<file path="src/rtl/intseq_pkg.sv">
// Shared types and constants for the interrupt/reset/BRK entry sequencer.
//   state_t : sequencer state, 3-bit, IDLE..VEC_HI encoded 0..7
//   src_t   : latched sequence source (RST, NMI, IRQ, BRK)
//   PSRC_*  : push_src codes selecting the byte pushed to the stack
//   DEF_*   : default vector addresses (low byte; high byte at +1)
package intseq_pkg;

    typedef enum logic [2:0] {
        StIdle    = 3'd0,
        StDummy0  = 3'd1,
        StDummy1  = 3'd2,
        StPushPch = 3'd3,
        StPushPcl = 3'd4,
        StPushP   = 3'd5,
        StVecLo   = 3'd6,
        StVecHi   = 3'd7
    } state_t;

    typedef enum logic [1:0] {
        SRC_RST = 2'd0,
        SRC_NMI = 2'd1,
        SRC_IRQ = 2'd2,
        SRC_BRK = 2'd3
    } src_t;

    localparam logic [1:0] PSRC_NONE = 2'd0;
    localparam logic [1:0] PSRC_PCH  = 2'd1;
    localparam logic [1:0] PSRC_PCL  = 2'd2;
    localparam logic [1:0] PSRC_P    = 2'd3;

    localparam logic [15:0] DEF_NMI_VEC = 16'hFFFA;
    localparam logic [15:0] DEF_RST_VEC = 16'hFFFC;
    localparam logic [15:0] DEF_IRQ_VEC = 16'hFFFE;

endpackage

</file>
<file path="src/rtl/interrupt_sequencer_sync_edge_det.sv">
// Input synchroniser (STAGES flops, 0 = bypass) followed by a falling-edge detector.
//   clk    in  clock, rising edge
//   rst_n  in  asynchronous active-low reset; flops and edge history reset to 1
//   din    in  raw asynchronous input
//   level  out synchronised level
//   fall   out 1 for one cycle after the synchronised level goes 1 -> 0
module sync_edge_det #(
    parameter int unsigned STAGES = 1
) (
    input  logic clk,
    input  logic rst_n,
    input  logic din,
    output logic level,
    output logic fall
);

    generate
        if (STAGES == 0) begin : g_bypass
            assign level = din;
        end else begin : g_sync
            logic [STAGES-1:0] sync_q;

            always_ff @(posedge clk or negedge rst_n) begin
                if (!rst_n) begin
                    sync_q <= '1;
                end else begin
                    sync_q[0] <= din;
                    for (int i = 1; i < STAGES; i++) begin
                        sync_q[i] <= sync_q[i-1];
                    end
                end
            end

            assign level = sync_q[STAGES-1];
        end
    endgenerate

    // History resets high so an input held low through reset yields one edge on release.
    logic hist_q;

    always_ff @(posedge clk or negedge rst_n) begin
        if (!rst_n) begin
            hist_q <= 1'b1;
        end else begin
            hist_q <= level;
        end
    end

    assign fall = hist_q & ~level;

endmodule

</file>
<file path="src/rtl/interrupt_sequencer.sv">
// Interrupt/reset/BRK entry sequencer. At an instruction boundary it takes over the stack
// and vector controls and runs: 2 dummy cycles, push PCH/PCL/P, fetch vector low/high.
//   ph2          in  clock, rising edge
//   reset_b      in  asynchronous active-low reset
//   irq_b        in  level IRQ request, active low
//   nmi_b        in  NMI request, falling-edge sensitive
//   i_flag       in  interrupt-disable flag
//   sync         in  instruction boundary
//   brk_req      in  BRK decoded (valid with sync)
//   razor_error  in  hold and replay the current cycle
//   busy         out sequencer owns stack/vector controls
//   seq_state    out current state
//   mem_we       out write strobe for push cycles
//   push_src     out byte pushed: 0 none, 1 PCH, 2 PCL, 3 P
//   sp_dec       out decrement SP
//   b_flag       out B bit for the pushed P
//   vec_fetch    out address bus driven from vec_addr
//   vec_addr     out vector byte address
//   pcl_load     out load PCL from data-in
//   pch_load     out load PCH from data-in
//   set_i        out set I flag
//   nmi_ack      out NMI vector committed
module interrupt_sequencer
    import intseq_pkg::*;
#(
    parameter logic [15:0] NMI_VEC  = DEF_NMI_VEC,
    parameter logic [15:0] RST_VEC  = DEF_RST_VEC,
    parameter logic [15:0] IRQ_VEC  = DEF_IRQ_VEC,
    parameter int unsigned NMI_SYNC = 1
) (
    input  logic        ph2,
    input  logic        reset_b,
    input  logic        irq_b,
    input  logic        nmi_b,
    input  logic        i_flag,
    input  logic        sync,
    input  logic        brk_req,
    input  logic        razor_error,
    output logic        busy,
    output logic [2:0]  seq_state,
    output logic        mem_we,
    output logic [1:0]  push_src,
    output logic        sp_dec,
    output logic        b_flag,
    output logic        vec_fetch,
    output logic [15:0] vec_addr,
    output logic        pcl_load,
    output logic        pch_load,
    output logic        set_i,
    output logic        nmi_ack
);

    logic irq_s;
    logic irq_fall_unused;
    logic nmi_s_unused;
    logic nmi_fall;

    sync_edge_det #(
        .STAGES (NMI_SYNC)
    ) u_irq_sync (
        .clk   (ph2),
        .rst_n (reset_b),
        .din   (irq_b),
        .level (irq_s),
        .fall  (irq_fall_unused)
    );

    sync_edge_det #(
        .STAGES (NMI_SYNC)
    ) u_nmi_sync (
        .clk   (ph2),
        .rst_n (reset_b),
        .din   (nmi_b),
        .level (nmi_s_unused),
        .fall  (nmi_fall)
    );

    state_t state_q, state_d;
    src_t   src_q, src_d;
    logic   rst_pend_q, rst_pend_d;
    logic   nmi_pend_q, nmi_pend_d;
    logic   irq_take;

    assign irq_take = ~irq_s & ~i_flag;

    always_ff @(posedge ph2 or negedge reset_b) begin
        if (!reset_b) begin
            state_q    <= StIdle;
            src_q      <= SRC_RST;
            rst_pend_q <= 1'b1;
            nmi_pend_q <= 1'b0;
        end else begin
            state_q    <= state_d;
            src_q      <= src_d;
            rst_pend_q <= rst_pend_d;
            nmi_pend_q <= nmi_pend_d;
        end
    end

    always_comb begin
        state_d    = state_q;
        src_d      = src_q;
        rst_pend_d = rst_pend_q;
        // Edge capture keeps running during a razor stall.
        nmi_pend_d = nmi_pend_q | nmi_fall;
        if (!razor_error) begin
            unique case (state_q)
                StIdle: begin
                    if (rst_pend_q) begin
                        state_d = StDummy0;
                        src_d   = SRC_RST;
                    end else if (sync && (nmi_pend_q || irq_take || brk_req)) begin
                        state_d = StDummy0;
                        if (nmi_pend_q) begin
                            src_d = SRC_NMI;
                        end else if (irq_take) begin
                            src_d = SRC_IRQ;
                        end else begin
                            src_d = SRC_BRK;
                        end
                    end
                end
                StDummy0:  state_d = StDummy1;
                StDummy1:  state_d = StPushPch;
                StPushPch: state_d = StPushPcl;
                StPushPcl: state_d = StPushP;
                StPushP: begin
                    state_d = StVecLo;
                    if (src_q == SRC_RST) begin
                        rst_pend_d = 1'b0;
                    end else if (nmi_pend_q || nmi_fall) begin
                        // Vector commit to NMI (own sequence or hijack of IRQ/BRK; P is
                        // already pushed so B is unaffected). One request is consumed: an
                        // edge this cycle survives only if an older request was the one used.
                        src_d      = SRC_NMI;
                        nmi_pend_d = nmi_pend_q & nmi_fall;
                    end
                end
                StVecLo:   state_d = StVecHi;
                StVecHi:   state_d = StIdle;
                default:   state_d = StIdle;
            endcase
        end
    end

    logic [15:0] vec_base;

    always_comb begin
        unique case (src_q)
            SRC_RST: vec_base = RST_VEC;
            SRC_NMI: vec_base = NMI_VEC;
            default: vec_base = IRQ_VEC;
        endcase
    end

    always_comb begin
        mem_we    = 1'b0;
        push_src  = PSRC_NONE;
        sp_dec    = 1'b0;
        b_flag    = 1'b0;
        vec_fetch = 1'b0;
        vec_addr  = 16'h0000;
        pcl_load  = 1'b0;
        pch_load  = 1'b0;
        set_i     = 1'b0;
        nmi_ack   = 1'b0;
        unique case (state_q)
            StIdle, StDummy0, StDummy1: ;
            StPushPch: begin
                sp_dec   = 1'b1;
                push_src = PSRC_PCH;
                mem_we   = (src_q != SRC_RST);
            end
            StPushPcl: begin
                sp_dec   = 1'b1;
                push_src = PSRC_PCL;
                mem_we   = (src_q != SRC_RST);
            end
            StPushP: begin
                sp_dec   = 1'b1;
                push_src = PSRC_P;
                mem_we   = (src_q != SRC_RST);
                b_flag   = (src_q == SRC_BRK);
            end
            StVecLo: begin
                vec_fetch = 1'b1;
                vec_addr  = vec_base;
                pcl_load  = 1'b1;
                nmi_ack   = (src_q == SRC_NMI);
            end
            StVecHi: begin
                vec_fetch = 1'b1;
                vec_addr  = vec_base + 16'd1;
                pch_load  = 1'b1;
                set_i     = 1'b1;
            end
            default: ;
        endcase
    end

    assign busy      = (state_q != StIdle);
    assign seq_state = state_q;

endmodule

</file>
<file path="config.mk">
export PLATFORM = sky130hd
export DESIGN_NAME = interrupt_sequencer
export DESIGN_NICKNAME = d
export VERILOG_FILES = /design/src/rtl/intseq_pkg.sv /design/src/rtl/interrupt_sequencer_sync_edge_det.sv /design/src/rtl/interrupt_sequencer.sv
export SDC_FILE = /design/constraint.sdc
export NUM_CORES = 1
export LEC_CHECK = 0
export ABC_AREA = 1
export CAP_MARGIN = 25
export CORE_MARGIN = 4
export CORE_UTILIZATION = 25
export CTS_BUF_LIST = sky130_fd_sc_hd__clkbuf_8
export DETAILED_ROUTE_END_ITERATION = 10
export PLACE_DENSITY = 0.63
export SLEW_MARGIN = 0
export SYNTH_ARGS = -nofsm -noshare
export SYNTH_HDL_FRONTEND = slang
export SYNTH_SLANG_ARGS = --single-unit
</file>
<file path="constraint.sdc">
create_clock -name ph2 -period 1.9 [get_ports ph2]
set_clock_uncertainty 0.15 [all_clocks]
set_input_delay 0.285 -clock ph2 [delete_from_list [all_inputs] [get_ports ph2]]
set_output_delay 0.285 -clock ph2 [all_outputs]
set_load 0.03 [all_outputs]
</file>
-- Word level (Yosys, flattened, before mapping)
Cells that the tools add are included.
- input port bits: 8
- register bits after elaboration: 10
- logic and storage cells: 66
- output and inout port bits: 30
- reduce and logical (&&, ||, !) cells: 14
- bitwise logic cells: 8
- multiplexer cells: 24
- add/sub/neg operators: 1
- eq/ne operators: 12
- operators with widths (kind ; number):
    16-bit case mux with 2 select lines ; 1
    3-bit case mux with 8 select lines ; 1
    16-bit by 1-bit adder with 16-bit output, second input constant ; 1
    3-bit == test, second input constant ; 4
    1-bit 2-to-1 mux ; 12
    2-bit 2-to-1 mux ; 5
    3-bit by 2-bit == test with 1-bit output, second input constant ; 2
    3-bit 2-to-1 mux ; 2
    2-bit case mux with 3 select lines ; 1
    3-bit case mux with 2 select lines ; 1
    5-bit AND reduction ; 1
    2-bit inequality test, second input constant ; 2
    1-bit inverter ; 4
    2-bit case mux with 2 select lines ; 1
    2-bit nonzero test ; 2
    1-bit AND ; 3
    3-bit by 1-bit == test with 1-bit output, second input constant ; 1
    3-bit logical NOT ; 1
    1-bit logical OR ; 3
    3-bit inequality test, second input constant ; 1
    3-bit AND reduction ; 1
    3-bit nonzero test ; 1
    3-bit OR reduction ; 1
    2-bit by 1-bit == test with 1-bit output, second input constant ; 1
    6 further kinds ; 6

-- Longest topological paths before layout
Gate-level depths: netlist of the first run.
- depth after elaboration: 8
- gate-level depth with buffers: 8
- mapped depth without buffers: 8

-- Modules after synthesis
From an unflattened synthesis of the first run, not the netlist that was laid out.
- cells, all modules: 100
- area total of the unflattened synthesis: 748.2 sq um
- by module, submodules not included (module ; area an instance (sq um) ; seq. area each (sq um) ; cells each ; instances):
    interrupt_sequencer ; 623.1 ; 176.4 ; 92 ; 1
    sync_edge_det ; 62.6 ; 52.6 ; 4 ; 2

-- Worst setup path before layout of the first run
Ideal clock, no wire load.
- path kind: register -> output
- start: register state_q[1], in the netlist seq_state[1]
- end: output port nmi_ack
- slack: -0.334 ns
- path buffers: 0
- cell stages (with the launch flop): 3
- data arrival time: 1.799 ns
- data required time: 1.465 ns
- cells stage by stage: dfrtp_1 -> nand2_1 -> nor4_1
- cells in the longest elaborated chain, start to end: 2
- RTL lines (item ; line ; RTL):
    start, declared ; interrupt_sequencer.sv:78 ; state_t state_q, state_d;
    start signal, assigned ; interrupt_sequencer.sv:88 ; state_q <= StIdle;
    start signal, assigned ; interrupt_sequencer.sv:93 ; state_q <= state_d;
    3-bit == test ; interrupt_sequencer.sv:167 ; unique case (state_q)
    1-bit 2-to-1 mux ; interrupt_sequencer.sv:167 ;
    end, declared ; interrupt_sequencer.sv:50 ; output logic nmi_ack
Every way passes these cells.

-- Worst setup path in the final report of the first run
- start: register state_q[2], in the netlist seq_state[2]
- end: output port seq_state[2]
- RTL lines (item ; line ; RTL):
    end, declared ; interrupt_sequencer.sv:40 ; output logic [2:0] seq_state,
No word-level cell between the ends.

==> impl_metrics.yaml, run 1 <==
drt:
  drt_pass1_iterations: 3
  num_vias: 626
  drc_errors: 0
  drt-wirelength-per-cell_um: 11.0
  wirelength_um: 1720
  drt_iter0_drc: 4
  viasPerCell: 4.01
  postRouteAntennaNets: 0
flow_run:
  drv_cap: 0
global_routing:
  grt_pass1_wl_um: 2770
  gr-usage-all-layers: 0.101
  antenna_found_initial: 0
  grt_max_degree: 11
  grt_pass1_vias: 640
  overflow: 0
floorplan:
  io_pins: 38
  row_count: 18
  die_h_um: 60.8
  dieArea_um2: 3690
  chipWidth_um: 60.8
  initial_core_util: 0.271
  core_area_um2: 2570
logic_synthesis:
  synth_seq_cells: 10
  mappedNetlistArea_um2: 696
  avgSynthCellArea_um2: 7.40
  yosys.cell_types.count: 19
  ys_async_sr_fraction: 1.00
  synth-edff-count: 0
  syn-num-nets: 102
  ys_seq_area_frac: 0.367
  synth_cells: 94
  synth_ff_type: "dfrtp_1"
  ys_warn_count: 0
sta:
  setup_slack_ps: 64.2
  tightest_slew_ps: 458
  relSlewSlack: 0.694
  period_minus_slack_ps: 1840
  drv_slew: 0
  final-setup-viol-count: 0
  period_share: 0.966
  rsz0062_at_grt: "false"
  max_freq_ghz: 0.545
  finalSetupTns_ps: 0
  hold_viol: 0
finish:
  fin_cells: 156
  final_core_util: 0.410
  fin_nets: 135
  drive_gt1_frac: 0.429
  area_delta_synth_final_pct: 51.3
  diodes: 0
clock_tree:
  cts-root-buf: "clkbuf_8"
  numClockSinks: 10
  cts_made_buffers: 3
  ctsLongestPathBuffers: 2
  cts_tree: "done"
  htreeDepth: 1
  clkLatencyLatePin_ps: 230
  hold_buffers: 0
  clk_pin_slew_ps: 50
power_and_ir_drop:
  p_total_w: 0.00217
  power_density_nw_per_um2: 2060
  ir_drop_mv: 1.08
  p_leak_nw: 0.541
worst_setup_path:
  cp-startpoint: "seq_state[2]"
  worstPathArrival_ps: 1400
  r2r-end: "src_q[0]"
  worstPathRequired_ps: 1460
  r2r-start: "seq_state[0]"
  crit_fanout: 5
  ff2ff_setup_slack_ps: 320
  cp-end-kind: "primary output"
  worstSetupStartpointType: "flop"
  reg2reg_depth: 8
  worstSetupPathType: "reg -> out"
  crit_end: "seq_state[2]"
place:
  place_congestion: 0.813
  dpl.cell_count: 150
  io_buffers: 37
  dp_hpwl_um: 1410
  pre_cts_ws_ps: 220
min_path:
  min_path_type: "in -> async"
run_status:
  status: "completed"
-- sequential cells by signal (all words and copies together), names as in the netlist --
signal and flops:
nmi_pend_q 1, rst_pend_q 1, seq_state 3, src_q 2
u_irq_sync.level 1, u_nmi_sync.hist_q 1, u_nmi_sync.level 1
-- cells in the mapped netlist, drive strengths merged (2+ instances only) --
library cell | count | area share
nand2 | 27 | 0.18
nand4 | 2 | 0.018
nor2 | 14 | 0.10
dfstp | 4 | 0.15
o21ai | 7 | 0.050
nand3 | 2 | 0.022
buf | 14 | 0.15
dfrtp | 6 | 0.22
inv | 13 | 0.070
a21oi | 2 | 0.014
-- layout by cell type, fill, tap and decap left out, types with 2 or more instances in the layout --
cell type,netlist,final
buf_4,14,30
nand2_1,21,20
inv_1,13,12
nor2_1,11,10
clkdlybuf4s50_1,0,9
dfrtp_1,6,6
nand2_2,4,4
o21ai_1,3,4
clkbuf_8,0,4
dfstp_2,4,4
nand2_4,2,3
o21ai_0,4,3
nor2_2,1,2
clkinvlp_4,0,2
a21oi_1,2,2
nor2_4,2,2
nand4_1,2,2
-- logic make-up (layout without fill, tap and decap cells) --
kind of cell / Yosys count / count (layout) / share of synthesized area
flops: 10 / 10 / 0.367
simple gates: 47 / 47 / 0.338
buf+inv: 27 / 59 / 0.221
compound gates: 10 / 10 / 0.0737
-- per-layer routing --
layer / up-vias / GRT usage / routed length, um
met5: - / 0 / 0
met4: 0 / 0.0557 / 29
met3: 2 / 0.0149 / 51
met2: 8 / 0.176 / 932
met1: 273 / 0.118 / 708
li1: 343 / - / -
-- repair_timing --
action | in CTS | in global routing
pin swaps | 0 | 1
buffers inserted | 0 | 1
hold endpoints to repair | 0 | 0
gates cloned | 1 | 0
setup endpoints to repair | 15 | 19
gates resized for setup | 2 | 2
-- worst min-delay path by stage --
stage / slack [ps] / end
floorplan: -160 / nmi_pend_q
global placement: 210 / u_nmi_sync.hist_q
detailed placement: 210 / u_nmi_sync.hist_q
CTS: 220 / u_nmi_sync.hist_q
global route: 220 / u_nmi_sync.hist_q
finish: 220 / nmi_pend_q
-- stage by stage --
step	instance area (um^2)	hold WS (ps)
after floorplan	716	-161
after global placement	976	206
after detailed placement	976	209
after CTS	1040	216
after global routing	1050	225
final	1050	215
-- critical path: stages (launching register included) --
cell             delay [ps]
dfrtp_1                 340
buf_4                   150
clkdlybuf4s50_1         680
-- where the power goes --
group          switching, W  internal [W]
registers         0.0000581      0.000291
clock network     0.0000835      0.000182
logic               0.00103      0.000530
-- area by class of cell --
class	count	area, um^2
clock buffers	4	55.1
fillers	272	1520
inverters	13	52.6
multi-input cells	57	308
flip-flops and latches	10	255
well taps	30	37.5
repair buffers	41	337
repair inverters	1	7.51
No activity file was read; power rests on OpenSTA's default activity.
==> run 2: changes to the inputs <==
--- a/config.mk
+++ b/config.mk
@@ -7,6 +7,7 @@
 export LEC_CHECK = 0
 export ABC_AREA = 1
 export CAP_MARGIN = 25
+export CORE_ASPECT_RATIO = 1.4
 export CORE_MARGIN = 4
 export CORE_UTILIZATION = 25
 export CTS_BUF_LIST = sky130_fd_sc_hd__clkbuf_8
==> run 2 against run 1 <==
Combinational power about the same. Highest routed layer unchanged. Wire length is 3.3% lower. Fmax decreased by 0.14%. First-iteration DRC count grew to 2.5 times the previous value. Non-clock buffer count is 3 higher. Largest power group unchanged. Power increased by 0.74%. Sequential share of layout area is 0.48 points lower. Register-to-register slack hardly changed. Die area up 0.32%. Cell area rose by 2.0%. Via count increased by 12%.
==> impl_metrics.yaml, run 2 (synthesis gave the netlist of run 1 again) <==
place:
  pre_cts_ws_ps: 115
  dp_hpwl_um: 1370
  io_buffers: 37
  place_congestion: 0.853
worst_setup_path:
  slowest_stage: "clkdlybuf4s50_1"
  crit_fanout: 6
  worstSetupStartpointType: "flop"
  cp-end-kind: "primary output"
  slowest_delay_ps: 720
  crit_family: "buffers and inverters"
  cp_num_buf_inv: 1
  worstSetupPathType: "reg -> out"
  crit_chain: "clkdlybuf4s50_1"
  worstPathArrival_ps: 1400
  worstPathRequired_ps: 1460
flow_run:
  drv_cap: 0
global_routing:
  gr-usage-all-layers: 0.0943
  overflow: 0
  grt_pass1_wl_um: 2720
  grt_max_degree: 15
  grt_pass1_vias: 637
  antenna_found_initial: 0
finish:
  largest_reg_flops: 3
  fin_nets: 138
  fillCellCount: 282
  area_delta_synth_final_pct: 54.3
  diodes: 0
  final_cell_mix: "32 x buf_4, 20 x nand2_1, 12 x inv_1, 10 x nor2_1, 8 x clkdlybuf4s50_1"
  drive_gt1_frac: 0.434
  final_common_cell: "buf_4"
sta:
  drv_slew: 0
  relSlewSlack: 0.702
  setup_slack_ps: 61.7
  period_minus_slack_ps: 1840
  hold_viol: 0
  hold_slack_ps: 214
  tightest_slew_ps: 445
  period_share: 0.968
  rsz0062_at_grt: "false"
  max_freq_ghz: 0.544
  final-setup-viol-count: 0
power_and_ir_drop:
  p_seq_frac: 0.168
  power_frac_comb: 0.712
  ir_drop_mv: 0.880
  p_switching_w: 0.00117
  pwr-share-clk: 0.121
  p_leak_nw: 0.544
  switching_share: 0.535
  p_int_w: 0.00102
  power_density_nw_per_um2: 2040
clock_tree:
  cts-root-buf: "clkbuf_8"
  hold_buffers: 0
  clk_pin_slew_ps: 50
  ctsLongestPathBuffers: 2
  cts_made_buffers: 3
  numClockSinks: 10
  cts_tree: "done"
  htreeDepth: 1
  clkLatencyLatePin_ps: 240
floorplan:
  row_count: 22
  chipWidth_um: 52.6
  core_area_um2: 2640
  dieArea_um2: 3700
  die_h_um: 70.4
  initial_core_util: 0.263
  io_pins: 38
drt:
  drc_errors: 0
  viasPerCell: 4.25
  drt_iter0_drc: 10
  drt_pass1_iterations: 3
  postRouteAntennaNets: 0
  drt-wirelength-per-cell_um: 10.1
  num_vias: 702
  wirelength_um: 1670
min_path:
  min_path_type: "in -> async"
run_status:
  status: "completed"
run 2: power groups by stage:
| stage | Combinational (W) | Clock, W | Sequential [W] |
|---|---|---|---|
| finish | 0.00156 | 0.000264 | 0.000367 |
| global route | 0.00167 | 0.000288 | 0.000381 |
| CTS | 0.00151 | 0.000275 | 0.000367 |
| detailed placement | 0.00153 | 0 | 0.000370 |
| global placement | 0.00151 | 0 | 0.000367 |
| floorplan | 0.00103 | 0 | 0.000442 |
run 2: metrics by stage:
step	power, W	cell area [um^2]	cells	TNS, ps	utilization
final	0.00219	1070	165	0	0.406
after global routing	0.00234	1070	165	0	0.406
after CTS	0.00216	1040	161	0	0.395
after floorplan	0.00148	716	94	-7.10	-
after global placement	0.00188	986	156	0	0.373
after detailed placement	0.00190	986	156	0	0.373
run 2: layout make-up:
cell class / instances / area, um^2 / share of cell area
clock buffer: 4 / 55.1 / 0.0513
inverter: 13 / 52.6 / 0.0490
multi-input combinational: 57 / 303 / 0.282
sequential: 10 / 255 / 0.238
tap: 36 / 45.0 / 0.0420
timing repair buffer: 44 / 355 / 0.331
timing repair inverter: 1 / 7.51 / 0.00699
run 2: worst paths after layout:
check                                      start                end  cells after the start  slack [ps]
worst max-delay path                seq_state[2]       seq_state[2]                      1          60
worst min-delay path                     reset_b       seq_state[0]                      1         210
worst max register to register      seq_state[0]           src_q[0]                      8         330
worst min register to register  u_nmi_sync.level  u_nmi_sync.hist_q                      0         210
max in group asynchronous                reset_b  u_nmi_sync.hist_q                      1        1050
min in group ph2                u_nmi_sync.level  u_nmi_sync.hist_q                      0         210
run 2: per-layer routing:
metal  GRT usage  wire length [um]  vias to the layer above
met5           0                 0                        -
met4      0.0511                36                        0
met3      0.0213               228                        3
met2       0.152               732                       41
met1       0.112               667                      311
li1            -                 -                      347
run 2: repair_timing:
action                     in CTS  in global routing
gates resized for setup         4                  1
setup endpoints to repair       6                 17
setup buffers                   1                  3
cloned                          0                  1
pin swaps                       1                  0
==> run 3: changes to the inputs <==
--- a/config.mk
+++ b/config.mk
@@ -11,6 +11,7 @@
 export CORE_MARGIN = 4
 export CORE_UTILIZATION = 25
 export CTS_BUF_LIST = sky130_fd_sc_hd__clkbuf_8
+export CTS_CLUSTER_SIZE = 25
 export DETAILED_ROUTE_END_ITERATION = 10
 export PLACE_DENSITY = 0.63
 export SLEW_MARGIN = 0
==> results of run 3 <==
Same layout as run 2: the final DEF is identical, and so are final timing and power.
